==> src/rtl/scene_query_multi_pkg.sv <==
// Shared types and IEEE-754 single-precision helpers for the multi-object scene query.
package scene_query_multi_pkg;

  typedef logic [31:0] fp_t;

  typedef struct packed {
    fp_t x;
    fp_t y;
    fp_t z;
  } vec3_t;

  typedef enum logic [1:0] {
    SPHERE = 2'd0,
    CUBE   = 2'd1,
    PLANE  = 2'd2,
    RSVD   = 2'd3
  } obj_type_e;

  typedef struct packed {
    logic      en;
    obj_type_e obj_type;
    vec3_t     center;
    fp_t       size;
  } obj_t;

  localparam fp_t FP_MAX_DIST = 32'h42C80000;

  function automatic logic fp_is_nan(input fp_t a);
    return (a[30:23] == 8'hFF) && (a[22:0] != 23'd0);
  endfunction

  // Sign-magnitude strict less-than; NaN never compares less and both zeros are equal.
  function automatic logic fp_lt(input fp_t a, input fp_t b);
    logic a_zero;
    logic b_zero;
    if (fp_is_nan(a) || fp_is_nan(b)) return 1'b0;
    a_zero = (a[30:0] == 31'd0);
    b_zero = (b[30:0] == 31'd0);
    if (a_zero && b_zero) return 1'b0;
    if (a[31] != b[31]) return a[31];
    if (!a[31]) return a[30:0] < b[30:0];
    return a[30:0] > b[30:0];
  endfunction

endpackage

==> src/rtl/scene_query_multi_mask_walker.sv <==
// Finds the next set bit of a mask above (or, with incl_i, at) the current index.
module scene_query_multi_mask_walker #(
  parameter int N     = 8,
  parameter int IDX_W = $clog2(N + 1)
) (
  input  logic [N-1:0]     mask_i,
  input  logic [IDX_W-1:0] cur_i,
  input  logic             incl_i,
  output logic [IDX_W-1:0] next_o,
  output logic             last_o
);

  always_comb begin
    next_o = IDX_W'(N);
    for (int i = N - 1; i >= 0; i--) begin
      if (mask_i[i] && ((IDX_W'(i) > cur_i) || (incl_i && (IDX_W'(i) == cur_i)))) begin
        next_o = IDX_W'(i);
      end
    end
    last_o = (next_o == IDX_W'(N));
  end

endmodule

==> src/rtl/scene_query_multi.sv <==
// Object-table scene query: streams (pos, object) requests to an in-order SDF evaluator
// and min-reduces the returned distances into closest distance, winning index and hit.
module scene_query_multi
  import scene_query_multi_pkg::*;
#(
  parameter int  NUM_OBJ  = 8,
  parameter int  IDX_W    = $clog2(NUM_OBJ + 1),
  parameter fp_t MAX_DIST = 32'h42C80000
) (
  input  logic               clk,
  input  logic               rst_n,
  input  logic               cfg_we,
  output logic               cfg_ready,
  input  logic [IDX_W-1:0]   cfg_idx,
  input  obj_t               cfg_obj,
  input  logic               in_valid,
  output logic               in_ready,
  input  vec3_t              pos,
  input  logic [NUM_OBJ-1:0] obj_mask,
  output logic               sdf_req_valid,
  input  logic               sdf_req_ready,
  output vec3_t              sdf_req_pos,
  output obj_t               sdf_req_obj,
  input  logic               sdf_rsp_valid,
  input  fp_t                sdf_rsp_dist,
  output logic               out_valid,
  input  logic               out_ready,
  output fp_t                closest_dist,
  output logic [IDX_W-1:0]   closest_idx,
  output logic               hit
);

  localparam int PTR_W = (NUM_OBJ > 1) ? $clog2(NUM_OBJ) : 1;
  localparam logic [IDX_W-1:0] IDX_NONE = IDX_W'(NUM_OBJ);

  localparam logic [1:0] S_IDLE = 2'd0;
  localparam logic [1:0] S_RUN  = 2'd1;
  localparam logic [1:0] S_DONE = 2'd2;

  logic [1:0]         state_q, state_d;
  obj_t               tbl_q [NUM_OBJ];
  vec3_t              pos_q, pos_d;
  logic [NUM_OBJ-1:0] act_q, act_d;
  logic [IDX_W-1:0]   iss_ptr_q, iss_ptr_d;
  logic [IDX_W-1:0]   rsp_ptr_q, rsp_ptr_d;
  logic               req_vld_q, req_vld_d;
  fp_t                best_q, best_d;
  logic [IDX_W-1:0]   best_idx_q, best_idx_d;
  logic               hit_q, hit_d;

  logic [NUM_OBJ-1:0] en_vec;
  logic [NUM_OBJ-1:0] walk_mask;
  logic               idle;
  logic [IDX_W-1:0]   iss_next, rsp_next;
  logic               iss_last, rsp_last;

  always_comb begin
    en_vec = '0;
    for (int i = 0; i < NUM_OBJ; i++) en_vec[i] = tbl_q[i].en;
  end

  assign idle = (state_q == S_IDLE);
  // In IDLE the issue walker looks at the incoming mask to find the first entry.
  assign walk_mask = idle ? (obj_mask & en_vec) : act_q;

  scene_query_multi_mask_walker #(.N(NUM_OBJ), .IDX_W(IDX_W)) u_iss_walk (
    .mask_i (walk_mask),
    .cur_i  (idle ? '0 : iss_ptr_q),
    .incl_i (idle),
    .next_o (iss_next),
    .last_o (iss_last)
  );

  scene_query_multi_mask_walker #(.N(NUM_OBJ), .IDX_W(IDX_W)) u_rsp_walk (
    .mask_i (act_q),
    .cur_i  (rsp_ptr_q),
    .incl_i (1'b0),
    .next_o (rsp_next),
    .last_o (rsp_last)
  );

  always_comb begin
    state_d    = state_q;
    pos_d      = pos_q;
    act_d      = act_q;
    iss_ptr_d  = iss_ptr_q;
    rsp_ptr_d  = rsp_ptr_q;
    req_vld_d  = req_vld_q;
    best_d     = best_q;
    best_idx_d = best_idx_q;
    hit_d      = hit_q;
    case (state_q)
      S_IDLE: if (in_valid) begin
        pos_d      = pos;
        act_d      = walk_mask;
        best_d     = MAX_DIST;
        best_idx_d = IDX_NONE;
        hit_d      = 1'b0;
        if (walk_mask == '0) begin
          state_d = S_DONE;
        end else begin
          state_d   = S_RUN;
          iss_ptr_d = iss_next;
          rsp_ptr_d = iss_next;
          req_vld_d = 1'b1;
        end
      end
      S_RUN: begin
        if (req_vld_q && sdf_req_ready) begin
          if (iss_last) req_vld_d = 1'b0;
          else          iss_ptr_d = iss_next;
        end
        if (sdf_rsp_valid) begin
          hit_d = 1'b1;
          if (fp_lt(sdf_rsp_dist, best_q)) begin
            best_d     = sdf_rsp_dist;
            best_idx_d = rsp_ptr_q;
          end
          if (rsp_last) begin
            state_d   = S_DONE;
            req_vld_d = 1'b0;
          end else begin
            rsp_ptr_d = rsp_next;
          end
        end
      end
      S_DONE: if (out_ready) state_d = S_IDLE;
      default: state_d = S_IDLE;
    endcase
  end

  always_ff @(posedge clk or negedge rst_n) begin
    if (!rst_n) begin
      state_q    <= S_IDLE;
      pos_q      <= '0;
      act_q      <= '0;
      iss_ptr_q  <= '0;
      rsp_ptr_q  <= '0;
      req_vld_q  <= 1'b0;
      best_q     <= MAX_DIST;
      best_idx_q <= IDX_NONE;
      hit_q      <= 1'b0;
      for (int i = 0; i < NUM_OBJ; i++) tbl_q[i] <= '0;
    end else begin
      state_q    <= state_d;
      pos_q      <= pos_d;
      act_q      <= act_d;
      iss_ptr_q  <= iss_ptr_d;
      rsp_ptr_q  <= rsp_ptr_d;
      req_vld_q  <= req_vld_d;
      best_q     <= best_d;
      best_idx_q <= best_idx_d;
      hit_q      <= hit_d;
      if (cfg_we && idle && (cfg_idx < IDX_NONE)) tbl_q[cfg_idx[PTR_W-1:0]] <= cfg_obj;
    end
  end

  assign cfg_ready     = idle;
  assign in_ready      = idle;
  assign out_valid     = (state_q == S_DONE);
  assign sdf_req_valid = req_vld_q;
  assign sdf_req_pos   = pos_q;
  assign sdf_req_obj   = tbl_q[iss_ptr_q[PTR_W-1:0]];
  assign closest_dist  = best_q;
  assign closest_idx   = best_idx_q;
  assign hit           = hit_q;

endmodule

==> config.mk <==
export PLATFORM = sky130hd
export DESIGN_NAME = scene_query_multi
export DESIGN_NICKNAME = d
export VERILOG_FILES = /design/src/rtl/scene_query_multi_pkg.sv /design/src/rtl/scene_query_multi_mask_walker.sv /design/src/rtl/scene_query_multi.sv
export SDC_FILE = /design/constraint.sdc
export NUM_CORES = 2
export LEC_CHECK = 0
export ABC_CLOCK_PERIOD_IN_PS = 4100
export BUFFER_PORTS_ARGS = -buffer_cell sky130_fd_sc_hd__buf_2
export CAP_MARGIN = 5
export CORE_MARGIN = 5
export CORE_UTILIZATION = 55
export DETAILED_ROUTE_END_ITERATION = 7
export PLACE_DENSITY_LB_ADDON = 0.1
export SLEW_MARGIN = 20
export SYNTH_ARGS = -nofsm -noshare
export SYNTH_HDL_FRONTEND = slang
export SYNTH_SLANG_ARGS = --single-unit
==> constraint.sdc <==
create_clock -name clk -period 4.1 [get_ports clk]
set_clock_uncertainty 0.2 [all_clocks]
set_input_delay 0.205 -clock clk [delete_from_list [all_inputs] [get_ports clk]]
set_output_delay 0.205 -clock clk [all_outputs]
set_load 0.005 [all_outputs]
== Word level (Yosys, flattened, before mapping) ==
Cells that the tools add are included.

* Register bits after elaboration: 1200
* Input port bits: 278

* Order comparisons: 22
* Eq/ne operators: 23
* Mux-type cells: 84
* Bitwise logic cells: 3
* Reductions and logical operators: 55

{| class="wikitable"
|+ Operators with widths
! kind !! count
|-
| bitwise mux 1048 bit || 1
|-
| binary-select mux 131 bit (select 3 bit) || 1
|-
| demux 131 bit (select 3 bit) || 1
|-
| two-way mux 131 bit || 3
|-
| two-way mux 4 bit || 26
|-
| two-way mux 32 bit || 3
|-
| case mux 32 bit (2 select lines) || 1
|-
| logical NOT 31 bit || 2
|-
| nonzero test 23 bit || 2
|-
| two-way mux 1 bit || 36
|-
| > comparator 3 x 4 -> 1 bit, first input constant || 8
|-
| > comparator 31 bit || 1
|-
| logical AND 1 bit || 31
|-
| less-than comparator 31 bit || 1
|-
| case mux 4 bit (2 select lines) || 3
|-
| equality test 3 x 4 -> 1 bit, first input constant || 4
|-
| equality test 8 bit, second input constant || 2
|-
| > comparator 1 x 4 -> 1 bit, first input constant || 4
|-
| > comparator 2 x 4 -> 1 bit, first input constant || 4
|-
| != test 2 bit, second input constant || 8
|-
| two-way mux 2 bit || 5
|-
| AND reduction 5 bit || 2
|-
| logical OR 1 bit || 9
|-
| bitwise AND 8 bit || 1
|-
| other kinds (21) || 28
|}

== Longest topological paths before layout ==
* Word-level depth: 27
* Depth in mapped cells: 10

== Cells and area by module ==
From an unflattened synthesis, not the netlist that was laid out.

* Cells, all modules: 3350
* Area, all modules: 54161.9 µm²

{| class="wikitable"
|+ By module, submodules not included
! module !! times used !! cells each !! area each (µm²) !! seq. area each (µm²)
|-
| scene_query_multi || 1 || 3275 || 53596.4 || 30036.3
|-
| scene_query_multi_mask_walker at u_rsp_walk || 1 || 38 || 302.8 || 0.0
|-
| scene_query_multi_mask_walker at u_iss_walk || 1 || 37 || 262.8 || 0.0
|}

== Least setup slack after synthesis ==
No wires, ideal clock.

* Path kind: reg2reg
* Start point: reg best_q[25] (netlist: closest_dist[25])
* End point: reg best_q[17] (netlist: closest_dist[17])
* Setup time: 127 ps
* Data arrival time: 2810 ps
* Data required time: 3773 ps
* Setup slack: 962 ps
* Cell stages (with the launch flop): 11
* Clock period less this slack: 3138 ps
* Path through: dfstp_2 -> inv_1 -> ha_1 -> nand4_1 -> nor3_2 -> a221oi_1 -> o211ai_1 -> a221oi_1 -> a2111oi_4 -> buf_6 -> mux2_1

* Word-level cells in the longest chain between the ends: 13
* Elaborated cells between the ends (all ways): 25
* Those cells by class: 2 x order compare; 2 x eq/ne; 16 x mux; 5 x reduce/logical

{| class="wikitable"
|+ Ends and longest elaborated chain
! item !! RTL line !! RTL
|-
| from (decl) || scene_query_multi.sv:47 || <nowiki>fp_t best_q, best_d;</nowiki>
|-
| from (signal assigned) || scene_query_multi.sv:151 || <nowiki>best_q <= best_d;</nowiki>
|-
| parallel branches: the longest is 8 deep, another holds less-than comparator 31 bit || n/a ||
|-
| two-way mux 1 bit * || scene_query_multi_pkg.sv:37 || <nowiki>a_zero = (a[30:0] == 31'd0);</nowiki>
|-
| two-way mux 1 bit * || scene_query_multi.sv:113 || <nowiki>if (sdf_rsp_valid) begin</nowiki>
|-
| two-way mux 1 bit * || scene_query_multi.sv:92 || <nowiki>case (state_q)</nowiki>
|-
| != test 2 bit (no line) * || n/a ||
|-
| AND reduction 4 bit (no line) * || n/a ||
|}

Mark *: on every way between the ends. The select of a mux whose other input is x is not followed.
A chain may end at the register's enable or synchronous reset.

== Worst setup path after layout ==
* Start point: reg best_q[25] (netlist: closest_dist[25])
* End point: reg best_q[24] (netlist: closest_dist[24])

Same word-level chain as after synthesis.

==> results.yml <==
status:
  status: "complete, no violations"
power:
  cellLeakagePower_nw: 30.8
  power_per_cell_area_nw_per_um2: 749
  irDropWorstVdd_uv: 429
synth:
  seq_area_frac_synth_pct: 55.8
  yosysWarnings: 0
  synth_fp_nets: 3856
  syn_avg_cell_area_um2: 15.2
  asyncSetResetFlopFracSynth_pct: 100
  ys_types: 61
  post-synth-top-count-cell: "sky130_fd_sc_hd__dfrtp_1"
  dominantRegCellSynth: "sky130_fd_sc_hd__dfrtp_1"
  netlist_instances: 3547
  netlist_top_cells_area: "sky130_fd_sc_hd__dfrtp_1 (55%), sky130_fd_sc_hd__mux2_2 (24%), sky130_fd_sc_hd__mux4_2 (11%)"
  post-synth-top-area-fraction_pct: 55.5
  syn-cell-area_um2: 53900
  yosys.area.top_type: "sky130_fd_sc_hd__dfrtp_1"
  synth.top_cells.by_count: "sky130_fd_sc_hd__dfrtp_1 (1194), sky130_fd_sc_hd__mux2_2 (1161), sky130_fd_sc_hd__nand2_1 (333)"
  number_of_enable_type_register_cells_in_the_synthesized_netlist: 0
  ys_ff_latch: 1200
clocking:
  numCtsBuffers: 130
  cts-htree-levels: 4
  tritoncts_clock_tree: "yes"
  buffer_type_at_the_clock_tree_root: "sky130_fd_sc_hd__clkbuf_16"
  worst_skew_pair_latency_ns: 0.72
  clock_pin_slew_on_the_worst_setup_and_hold_paths_ns: 0.06
  clock_path_buffers: 3
  cts_setup_buffers: 0
  cts_sinks: 1200
die:
  initial_utilization_pct: 55.5
  io_pins: 546
  floorplan.die_area_um2: 104000
  dieWidth_um: 323
  dieHeight_um: 323
  std_cell_rows: 114
  floorplan.core_area_um2: 97000
min_path:
  depth_of_the_worst_hold_timing_path: 4
  hold_path.class: "input pin to register"
critical_path:
  critical_path_class: "register to register"
  r2r_cells: 11
  end_kind: "register"
  startpoint_type: "register"
  critical_path_required_ns: 4.51
  worstPathMaxFanout: 13
  crit_arrival_ns: 4.32
sta:
  hold_viol: 0
  maxSlewViolCount: 0
  final.period_utilization_pct: 95.4
  max_freq_ghz: 0.256
  setup-violations-final: 0
  slew_headroom_pct: 33.3
  final.setup.tns_ns: 0
  finalCriticalPeriod_ns: 3.91
  tightest_slew_ns: 1.00
detailed_routing:
  detail_route.vias_per_cell: 5.92
  drt_iter0_drc: 2316
  post-route-drc-count: 0
  vias: 34900
  drt_pre_antenna_iters: 8
  detail_route.wirelength_um: 144000
  route.detailed.wl_per_inst_um: 24.5
  route.antenna.remaining_nets: 0
finish:
  share_of_post_route_cells_with_drive_strength_above_1_pct: 49.6
  finish.cell_count_without_fillers: 5895
  syn_to_final_growth_pct: 24.1
  finish.net_count: 4791
  fillers: 6574
run:
  drv.max_cap_violation_count: 0
place:
  io_buffer_count: 545
  dpl_cells: 5217
  dp_hpwl_um: 80100
  finalWeightedCongestion: 0.885
global_routing:
  grt_max_degree: 134
  first_pass_grt_wire_length_um: 229000
  grt_pass1_vias: 37800
  globalRouteOverflowTotal: 0
  grt.total_usage_pct: 28.3
  number_of_antenna_violations_at_the_first_check_in_global_routing: 41
through the flow:
| step | worst slack [ns] | utilization, % | hold WS [ns] | cell area [um^2] | total power [W] |
|---|---|---|---|---|---|
| 3_5_place_dp | 0.632 | 60.2 | 0.0957 | 58300 | 0.0375 |
| 5_1_grt | -0.0404 | 68.9 | 0.0403 | 66800 | 0.0530 |
| 3_3_place_gp | 0.699 | 60.2 | 0.0982 | 58300 | 0.0369 |
| 2_1_floorplan | 0.962 | - | -0.291 | 53900 | 0.0314 |
| 6_report | 0.190 | 68.9 | 0.0369 | 66900 | 0.0501 |
| 4_1_cts | 0.182 | 68.9 | 0.000648 | 66800 | 0.0500 |
sequential cells by signal, summed over array words and instances, names as in the netlist:
name and cells:
act_q 8, closest_dist 32, closest_idx 4, en_vec 8
hit 1, iss_ptr_q 4, rsp_ptr_q 4, sdf_req_pos 96
sdf_req_valid 1, state_q 2, tbl_q 1040
layer usage:
metal	part of all wire (%)	track usage [%]
met1	42	38.2
met3	6.8	7.73
met4	4.2	11.1
met5	0.20	0.816
met2	47	44.5
placed cells by master, fill, tap and decap left out, types with 5 or more instances in the layout:
cell type / count
sky130_fd_sc_hd__a21oi_1: 18
sky130_fd_sc_hd__a31oi_1: 8
sky130_fd_sc_hd__buf_12: 44
sky130_fd_sc_hd__buf_2: 545
sky130_fd_sc_hd__buf_4: 35
sky130_fd_sc_hd__bufinv_16: 5
sky130_fd_sc_hd__clkbuf_1: 36
sky130_fd_sc_hd__clkbuf_16: 134
sky130_fd_sc_hd__clkbuf_8: 34
sky130_fd_sc_hd__clkinv_2: 16
sky130_fd_sc_hd__dfrtp_1: 1191
sky130_fd_sc_hd__dfstp_2: 6
sky130_fd_sc_hd__diode_2: 32
sky130_fd_sc_hd__dlygate4sd3_1: 408
sky130_fd_sc_hd__ha_1: 31
sky130_fd_sc_hd__inv_1: 40
sky130_fd_sc_hd__inv_6: 6
sky130_fd_sc_hd__mux2_1: 46
sky130_fd_sc_hd__mux2_2: 1161
sky130_fd_sc_hd__mux2i_1: 15
sky130_fd_sc_hd__mux4_2: 262
sky130_fd_sc_hd__nand2_1: 331
sky130_fd_sc_hd__nand3_1: 6
sky130_fd_sc_hd__nand4_1: 12
sky130_fd_sc_hd__nor2_1: 60
sky130_fd_sc_hd__nor3_1: 13
sky130_fd_sc_hd__nor4_1: 14
sky130_fd_sc_hd__o211ai_1: 5
sky130_fd_sc_hd__o21ai_0: 25
critical path, cell delays in order (launching register included):
cell and delay [ns]:
sky130_fd_sc_hd__dfstp_2 0.58, sky130_fd_sc_hd__inv_1 0.06, sky130_fd_sc_hd__ha_1 0.31, sky130_fd_sc_hd__nand4_1 0.19
sky130_fd_sc_hd__nor3_2 0.34, sky130_fd_sc_hd__a221oi_1 0.13, sky130_fd_sc_hd__o211ai_1 0.23, sky130_fd_sc_hd__a221oi_1 0.16
sky130_fd_sc_hd__a2111oi_4 0.36, sky130_fd_sc_hd__buf_4 0.30, sky130_fd_sc_hd__mux2_1 0.37, sky130_fd_sc_hd__dlygate4sd3_1 0.57
area by class of cell:
type	count	area (um^2)	share of cell area, %
Clock buffer	204	3960	5.92
Multi-Input combinational cell	2077	22700	33.9
Antenna cell	32	80.1	0.120
Timing Repair Buffer	1032	7960	11.9
Inverter	41	154	0.230
Clock inverter	33	380	0.569
Tap cell	1276	1600	2.39
Sequential cell	1200	30000	44.9
where the power goes:
group | switching [W] | internal (W)
combinational | 0.00744 | 0.0104
clock | 0.00481 | 0.00697
sequential | 0.00308 | 0.0174
cell families after synthesis:
kind of cell    Yosys count  share of synthesized area (%)
simple gates            469                           3.66
fa+ha+maj                31                          0.720
buf+inv                 270                           2.23
flops                  1200                           55.8
compound gates           93                           1.16
mux                    1484                           36.5
worst paths after layout:
kind                            slack (ns)          endpoint             start
worst min-delay path                  0.04    sdf_req_pos[3]            pos[3]
worst max-delay path                  0.19  closest_dist[24]  closest_dist[25]
max in group asynchronous             2.05        tbl_q[291]             rst_n
min in group asynchronous             0.48        tbl_q[132]             rst_n
worst min register to register        0.27               hit               hit
worst max register to register        0.19  closest_dist[24]  closest_dist[25]
repair_timing:
| item | 4_1_cts | 5_1_grt |
|---|---|---|
| setup endpoints to repair | 0 | 1 |
| hold buffers | 409 | 0 |
| hold endpoints to repair | 1906 | 0 |
| gates resized for setup | 0 | 1 |
Power figures use the tool's default switching activity.
